### config.mk
export PLATFORM = sky130hd
export DESIGN_NAME = reg_file_bank
export DESIGN_NICKNAME = d
export VERILOG_FILES = /design/src/rtl/regfile_pkg.sv /design/src/rtl/regfile_clr_seq.sv /design/src/rtl/reg_file_bank.sv
export SDC_FILE = /design/constraint.sdc
export NUM_CORES = 1
export LEC_CHECK = 0
export CAP_MARGIN = 0
export CORE_UTILIZATION = 42
export CTS_BUF_LIST = sky130_fd_sc_hd__clkbuf_8
export CTS_CLUSTER_DIAMETER = 80
export DETAILED_ROUTE_END_ITERATION = 6
export MAX_ROUTING_LAYER = met4
export PLACE_DENSITY = 0.63
export SYNTH_ARGS = -nofsm -noshare
export SYNTH_HDL_FRONTEND = slang
export SYNTH_HIERARCHICAL = 1
export SYNTH_SLANG_ARGS = --single-unit
### constraint.sdc
create_clock -name clk -period 6.31 [get_ports clk]
set_input_delay 1.893 -clock clk [delete_from_list [all_inputs] [get_ports clk]]
set_output_delay 1.893 -clock clk [all_outputs]
set_load 0.02 [all_outputs]
### src/rtl/regfile_pkg.sv
// Shared types and defaults for the register file bank.
//   clr_state_t : clear sequencer states
//   DEF_*       : default geometry (W, NREG, PC_IDX)
//   clog2       : address width helper for parameter defaults
package regfile_pkg;

  typedef enum logic [1:0] {
    CLR_IDLE  = 2'd0,
    CLR_SWEEP = 2'd1,
    CLR_DONE  = 2'd2
  } clr_state_t;

  localparam int DEF_W      = 32;
  localparam int DEF_NREG   = 16;
  localparam int DEF_PC_IDX = 15;

  function automatic int clog2(input int n);
    int r;
    r = 0;
    while ((1 << r) < n) r++;
    return r;
  endfunction

endpackage

### src/rtl/regfile_clr_seq.sv
// Clear sequencer: walks every entry of the register file once, one per cycle.
//   clk, rst_n : clock, synchronous active-low reset
//   clr_req    : level request, honoured only in CLR_IDLE
//   clr_we     : write strobe for the zeroing write
//   clr_addr   : entry being zeroed this cycle
//   clr_busy   : high for the NREG sweep cycles
//   clr_done   : one-cycle pulse after the last entry has been zeroed
//
// state     | meaning
// CLR_IDLE  | waiting for clr_req
// CLR_SWEEP | zeroing entry cnt, cnt advances every cycle
// CLR_DONE  | sweep finished, clr_done pulse
module regfile_clr_seq
  import regfile_pkg::*;
#(
  parameter int NREG = DEF_NREG,
  parameter int AW   = clog2(NREG)
) (
  input  logic          clk,
  input  logic          rst_n,
  input  logic          clr_req,
  output logic          clr_we,
  output logic [AW-1:0] clr_addr,
  output logic          clr_busy,
  output logic          clr_done
);

  localparam logic [AW-1:0] LAST = AW'(NREG - 1);

  clr_state_t    state, state_nxt;
  logic [AW-1:0] cnt, cnt_nxt;

  always_ff @(posedge clk) begin
    if (!rst_n) begin
      state <= CLR_IDLE;
      cnt   <= '0;
    end else begin
      state <= state_nxt;
      cnt   <= cnt_nxt;
    end
  end

  always_comb begin
    state_nxt = state;
    cnt_nxt   = cnt;
    clr_we    = 1'b0;
    clr_busy  = 1'b0;
    clr_done  = 1'b0;
    case (state)
      CLR_IDLE: begin
        if (clr_req) begin
          state_nxt = CLR_SWEEP;
          cnt_nxt   = '0;
        end
      end
      CLR_SWEEP: begin
        clr_we   = 1'b1;
        clr_busy = 1'b1;
        // cnt wraps to 0 right after the last entry; the FSM has already left SWEEP
        cnt_nxt  = cnt + 1'b1;
        if (cnt == LAST) state_nxt = CLR_DONE;
      end
      CLR_DONE: begin
        clr_done  = 1'b1;
        state_nxt = CLR_IDLE;
      end
      default: state_nxt = CLR_IDLE;
    endcase
  end

  assign clr_addr = cnt;

endmodule

### src/rtl/reg_file_bank.sv
// Multi-read-port register file with write bypass, PC alias and clear sequencer.
//   clk, rst_n : clock, synchronous active-low reset
//   ra         : NRD read addresses, port i at ra[i*AW +: AW]
//   rd         : NRD registered read data, port i at rd[i*W +: W]
//   a3/wd3/we3 : write port (writes to PC_IDX and during a clear are dropped)
//   r15        : value returned for reads of PC_IDX
//   clr_req    : start a full clear; clr_busy/clr_done report progress
//   par_err    : sticky parity error
// Optional feature macro: REGFILE_PARITY_EN (per-entry even parity and
// read-side check). Without it par_err is tied to 0.
module reg_file_bank
  import regfile_pkg::*;
#(
  parameter int W      = DEF_W,
  parameter int NREG   = DEF_NREG,
  parameter int AW     = clog2(NREG),
  parameter int NRD    = 2,
  parameter int PC_IDX = DEF_PC_IDX
) (
  input  logic              clk,
  input  logic              rst_n,
  input  logic [NRD*AW-1:0] ra,
  output logic [NRD*W-1:0]  rd,
  input  logic [AW-1:0]     a3,
  input  logic [W-1:0]      wd3,
  input  logic              we3,
  input  logic [W-1:0]      r15,
  input  logic              clr_req,
  output logic              clr_busy,
  output logic              clr_done,
  output logic              par_err
);

  localparam logic [AW-1:0] PC_A = AW'(PC_IDX);

  logic          clr_we;
  logic [AW-1:0] clr_addr;
  logic          host_we;
  logic          wr_en;
  logic [AW-1:0] wr_addr;
  logic [W-1:0]  wr_data;
  logic [W-1:0]  regs [NREG];

  regfile_clr_seq #(.NREG(NREG), .AW(AW)) u_clr_seq (
    .clk      (clk),
    .rst_n    (rst_n),
    .clr_req  (clr_req),
    .clr_we   (clr_we),
    .clr_addr (clr_addr),
    .clr_busy (clr_busy),
    .clr_done (clr_done)
  );

  // host writes are dropped (not deferred) while the sweep owns the write path
  assign host_we = we3 && !clr_busy && (a3 != PC_A);
  assign wr_en   = clr_we || host_we;
  assign wr_addr = clr_we ? clr_addr : a3;
  assign wr_data = clr_we ? '0 : wd3;

  always_ff @(posedge clk) begin
    if (!rst_n) begin
      for (int i = 0; i < NREG; i++) regs[i] <= '0;
    end else if (wr_en) begin
      regs[wr_addr] <= wr_data;
    end
  end

`ifdef REGFILE_PARITY_EN
  logic           par [NREG];
  logic [NRD-1:0] rd_perr;

  always_ff @(posedge clk) begin
    if (!rst_n) begin
      for (int i = 0; i < NREG; i++) par[i] <= 1'b0;
    end else if (wr_en) begin
      par[wr_addr] <= ^wr_data;
    end
  end

  always_ff @(posedge clk) begin
    if (!rst_n)        par_err <= 1'b0;
    else if (|rd_perr) par_err <= 1'b1;
  end
`else
  assign par_err = 1'b0;
`endif

  for (genvar g = 0; g < NRD; g++) begin : g_rd
    logic [AW-1:0] ra_i;
    logic [W-1:0]  rd_q;

    assign ra_i = ra[g*AW +: AW];

    always_ff @(posedge clk) begin
      if (!rst_n)                       rd_q <= '0;
      else if (ra_i == PC_A)            rd_q <= r15;
      else if (host_we && a3 == ra_i)   rd_q <= wd3;
      else                              rd_q <= regs[ra_i];
    end

`ifdef REGFILE_PARITY_EN
    // bypassed and PC reads never touch the array, so they cannot flag an error
    assign rd_perr[g] = (ra_i != PC_A) && !(host_we && a3 == ra_i) &&
                        ((^regs[ra_i]) != par[ra_i]);
`endif

    assign rd[g*W +: W] = rd_q;
  end

endmodule
==> results of run 1 <==
## through the flow
step / total power, mW / utilization [%] / setup slack (ns) / hold slack, ns
global route: 9.15 / 48.8 / 1.93 / 0.618
detailed placement: 5.73 / 46.1 / 1.40 / 0.586
floorplan: 5.26 / - / 2.17 / 0.506
global placement: 5.70 / 46.1 / 1.39 / 0.556
CTS: 8.91 / 48.8 / 2.10 / 0.595
finish: 8.88 / 48.8 / 2.04 / 0.596
## layout by cell type, fill, tap and decap left out, types with 49 or more instances in the layout
cell type / n
dfxtp_1: 70
mux4_2: 224
mux2_2: 94
nor2_1: 484
a31oi_1: 64
nand2_1: 84
inv_1: 73
clkdlybuf4s50_1: 136
clkbuf_8: 107
edfxtp_1: 512
buf_4: 49
## layout make-up
class	count	area, um^2	area share (%)
sequential	582	16800	49.7
timing repair buffer	201	2000	5.91
clock buffer	106	1460	4.32
multi-input combinational	1411	11900	35.1
tap	931	1160	3.45
inverter	33	124	0.367
clock inverter	72	379	1.12
antenna	2	5.00	0.0148
## state kept, by name, summed over array words and instances (netlist names)
register            cells
g_rd.rd_q              64
regs                  512
u_clr_seq/clr_addr      4
u_clr_seq/state         2
## kinds of logic after synthesis
| logic type | synth area share, % |
|---|---|
| buf+inv | 3.83 |
| compound gates | 6.48 |
| fa+ha+maj | 0.0423 |
| flops | 56.7 |
| simple gates | 10.9 |
| mux | 21.8 |
| other cells | 0.0127 |
| xor+xnor | 0.237 |
## metal layers
metal	wire (um)	share of wire [%]
met5	0	0
met4	2880	3.0
met3	8990	9.5
met2	45900	48
met1	37000	39
## power by group through the flow
| stage | sequential, mW | combinational (mW) | clock (mW) |
|---|---|---|---|
| 2_1_floorplan | 4.55 | 0.703 | 0 |
| 3_3_place_gp | 4.54 | 1.16 | 0 |
| 3_5_place_dp | 4.55 | 1.18 | 0 |
| 4_1_cts | 4.47 | 1.18 | 3.26 |
| 5_1_grt | 4.49 | 1.25 | 3.41 |
| 6_report | 4.48 | 1.18 | 3.22 |
## critical path: stages
cell and delay (ns):
clkdlybuf4s50_1 0.66, or3b_1 0.38, a21boi_1 0.34, nand2_1 0.09, buf_4 0.32, nand2_2 0.86
## final timing paths
path	startpoint	end	slack (ns)	cells after the start
setup / recovery	a3[2]	regs[4][7]$_SDFFCE_PN0P_	2.04	6
hold / removal	u_clr_seq/state[0]$_SDFFE_PN0P_	u_clr_seq/clr_addr[2]$_SDFFE_PN0P_	0.60	2
setup reg to reg	u_clr_seq/state[0]$_SDFFE_PN0P_	regs[4][7]$_SDFFCE_PN0P_	2.38	7
hold reg to reg	u_clr_seq/state[0]$_SDFFE_PN0P_	u_clr_seq/clr_addr[2]$_SDFFE_PN0P_	0.60	2
==> run metrics, run 1 <==
die width 267 um; placed insts 3158; number of global-route vias before repair 21000; layout filler cell count 6060; number of clock sinks 582; EDFF count, synth 512; Area Overhead vs Synth 14.1%; DR DRC count 0; met3 global-route usage 4.74%; count leader, synth edfxtp_1; post-cts repair resize count 0; setup_tns 0 ns; top cells by area, synth edfxtp_1, mux4_2, nor2_1; Tmin final 4.27 ns; Distinct cells, synth 49; maximum vdd drop 0.140 mV; Worst Setup Start Kind primary input; Flop pwr share 50.4%; internal power 6.54 mW; Avg Inst Size Synth 13.4 um^2; slew margin rel. 21.9%; DRT iter0 DRCs 2341; RSZ-0062 raised after global routing false; Clock Skew 0.0262 ns; global-route wire length before repair 137 mm; Cell Area, Synth 0.0296 mm^2; average vias per placed instance 6.13; synth cell count leaders edfxtp_1, nor2_1, mux4_2; switching power 2.34 mW; die height 267 um; largest net degree at the start of global routing 83; Synth area leader edfxtp_1; YS warnings 6; maximum clock rate 234 MHz; die area 0.0715 mm^2; Async S/R FF share, synth 0%; layout cells sized above 1 24.9%; Cell Area, Placed 0.0319 mm^2; Core Region 0.0692 mm^2; Comb power frac 13.3%; worst hold path class reg -> reg; Lkg Pwr 11.8 nW; Max Slew Vio Count 0; crit share post-route 67.6%; CTS tree built; Final Wtd Congestion 0.865; clock slew at reported path FFs 0.06 ns; final WL 94.8 mm; Finished Layout Cells 3338; DR WL/cell 28.4 um; outcome completed; global route hottest layer met2; cell count after synthesis 2212; Sw Share 26.4%; Clk Latency, worst-skew pair 0.70 ns; row count 96; Top Ports 147; total number of vias 20500; initial antenna violation count 2; clk root buf clkbuf_8; clk buf depth 3; antenna-violating nets left 0; Slew @ Worst Pin 1.17 ns; Clk pwr share 36.2%; post-synthesis register bit count 582; Main synth FF type edfxtp_1; WP data arrival 4.57 ns; GR Overflow Total 0; Global Route met1 Usage 35.0%; setup repair bufs after CTS 0; met2 usage in global routing 43.8%; Buffers on Ports 145; fin area 0.0338 mm^2; Crit. End Element flop; GRT Total Usage 27.4%; critical path peak fanout 33; Final Hold Violating Endpoints 0; sequential share of the synthesized area 56.7%; dpl hpwl 56.6 mm; DR pass1 iterations 5; Critical Path RT 6.61 ns; top-area cell type share of the netlist area 51.9%; Crit Path Class in -> reg; hold_buf cts 0; PD cells 263 mW/mm^2; H-tree depth 3; initial core utilization 42.8%; CTS buffer count 95; Final nets 2405; max-cap violation count 0; # setup viols final 0
No activity file was read; power rests on OpenSTA's default activity.
==> run 2, diff against run 1 <==
==> constraint.sdc (replaced) <==
create_clock -name clk -period 4.3 [get_ports clk]
set_input_delay 1.29 -clock clk [delete_from_list [all_inputs] [get_ports clk]]
set_output_delay 1.29 -clock clk [all_outputs]
set_load 0.02 [all_outputs]
==> run 2 against run 1 <==
Compared with the run above: via count increased by 1.4%; highest routed layer unchanged; critical path depth decreased by 4; sequential power increased by 46%.
==> run metrics, run 2 (synthesized netlist as in run 1, its figures left out) <==
outcome completed; DRT iter0 DRCs 2421; Clock Skew 0.0248 ns; Flop pwr share 50.0%; setup repair bufs after CTS 0; multi-input logic area 0.0119 mm^2; number of global-route vias before repair 21300; RSZ-0062 raised after global routing false; max reg flops 512; post-cts repair resize count 0; maximum clock rate 281 MHz; CTS buffer count 96; Comb power frac 13.6%; average vias per placed instance 6.15; Top Ports 147; Area Overhead vs Synth 15.4%; most flop-heavy register regs; die area 0.0715 mm^2; DR pass1 iterations 6; register area 0.0168 mm^2; Core Region 0.0692 mm^2; Lkg Pwr 12.0 nW; antenna-violating nets left 0; Setup WS post-layout 0.747 ns; internal power 9.64 mW; GRT Total Usage 27.3%; CTS tree built; Final Wtd Congestion 0.857; DR DRC count 0; R2R Setup Slk 1.37 ns; most frequent cells in the layout edfxtp_1, nor2_1, mux4_2, clkdlybuf4s50_1, clkbuf_8; GR Overflow Total 0; layout filler cell count 6033; Clk Latency, worst-skew pair 0.70 ns; layout cells sized above 1 26.5%; row count 96; initial core utilization 42.8%; Clk pwr share 36.5%; die height 267 um; total number of vias 20800; hold_buf cts 0; # setup viols final 0; number of clock sinks 582; hold path depth 1; Slew @ Worst Pin 0.788 ns; final WL 94.2 mm; Critical Path RT 3.01 ns; setup_tns 0 ns; PD cells 384 mW/mm^2; worst slack at placement 0.534 ns; Buffers on Ports 145; maximum vdd drop 0.204 mV; crit share post-route 82.6%; commonest non-fill, non-tap cell in the layout edfxtp_1; initial antenna violation count 3; die width 267 um; Crit Path Class reg -> out; Tmin final 3.55 ns; worst hold path class reg -> reg; global-route wire length before repair 138 mm; clk buf depth 3; dpl hpwl 57.0 mm; critical path peak fanout 21; max-cap violation count 0; slew margin rel. 47.4%; H-tree depth 3; WP data arrival 2.26 ns; Worst Setup Start Kind flop; Max Slew Vio Count 0; hold slack 0.599 ns; Tot Pwr 13.1 mW; Worst Reg2Reg Path Length in Cells 6; Sw Share 26.4%; switching power 3.46 mW; largest net degree at the start of global routing 61; Final Hold Violating Endpoints 0; Final nets 2448; DR WL/cell 27.9 um; clk root buf clkbuf_8; clock slew at reported path FFs 0.06 ns; Crit. End Element output pin
==> run 2: changes by cell type in the layout (fill, tap and decap cells not counted) <==
cell and delta:
buf_4 +37, inv_6 +1, buf_12 +5, clkinv_2 +10
clkinv_1 +4, clkinvlp_4 -1, bufinv_16 +1, clkbuf_8 -3
inv_1 -14
==> run 2: final cells by class <==
type,count,area share (%)
diodes,2,0.0147
inverters,33,0.363
repair buffers,243,6.95
clock buffers,103,4.15
clock inverters,73,1.24
flip-flops and latches,582,49.1
well taps,931,3.41
multi-input cells,1411,34.8
==> run 2: final timing paths <==
| kind | start | end |
|---|---|---|
| max reg2reg | u_clr_seq/state[0]$_SDFFE_PN0P_ | g_rd[1].rd_q[30]$_SDFF_PN0_ |
| min | u_clr_seq/state[0]$_SDFFE_PN0P_ | u_clr_seq/state[0]$_SDFFE_PN0P_ |
| max | u_clr_seq/state[0]$_SDFFE_PN0P_ | clr_busy |
| min reg2reg | u_clr_seq/state[0]$_SDFFE_PN0P_ | u_clr_seq/state[0]$_SDFFE_PN0P_ |
==> run 2: power by group through the flow <==
stage	sequential, mW	combinational [mW]	clock, mW
2_1_floorplan	6.68	1.03	0
3_3_place_gp	6.64	1.74	0
3_5_place_dp	6.66	1.76	0
4_1_cts	6.54	1.77	4.84
5_1_grt	6.57	1.86	5.07
6_report	6.55	1.78	4.78
==> run 2: per-stage QoR <==
step           util, %  cells  cell area [um^2]
6_report          49.4   3378             34200
3_3_place_gp      46.7   3200             32300
3_5_place_dp      46.7   3200             32300
2_1_floorplan        -   2244             29700
5_1_grt           49.4   3378             34200
4_1_cts           49.4   3376             34100
==> run 2: metal layers <==
metal  track usage (%)  share of wire, %
met1              34.4                38
met3              4.52               9.6
met4              10.4               3.1
met5                 -                 0
met2              44.2                49
==> run 2: critical path, stage by stage (launching register included) <==
cell and delay (ns):
dfxtp_1 0.44, and2b_2 0.45, clkdlybuf4s50_1 0.69
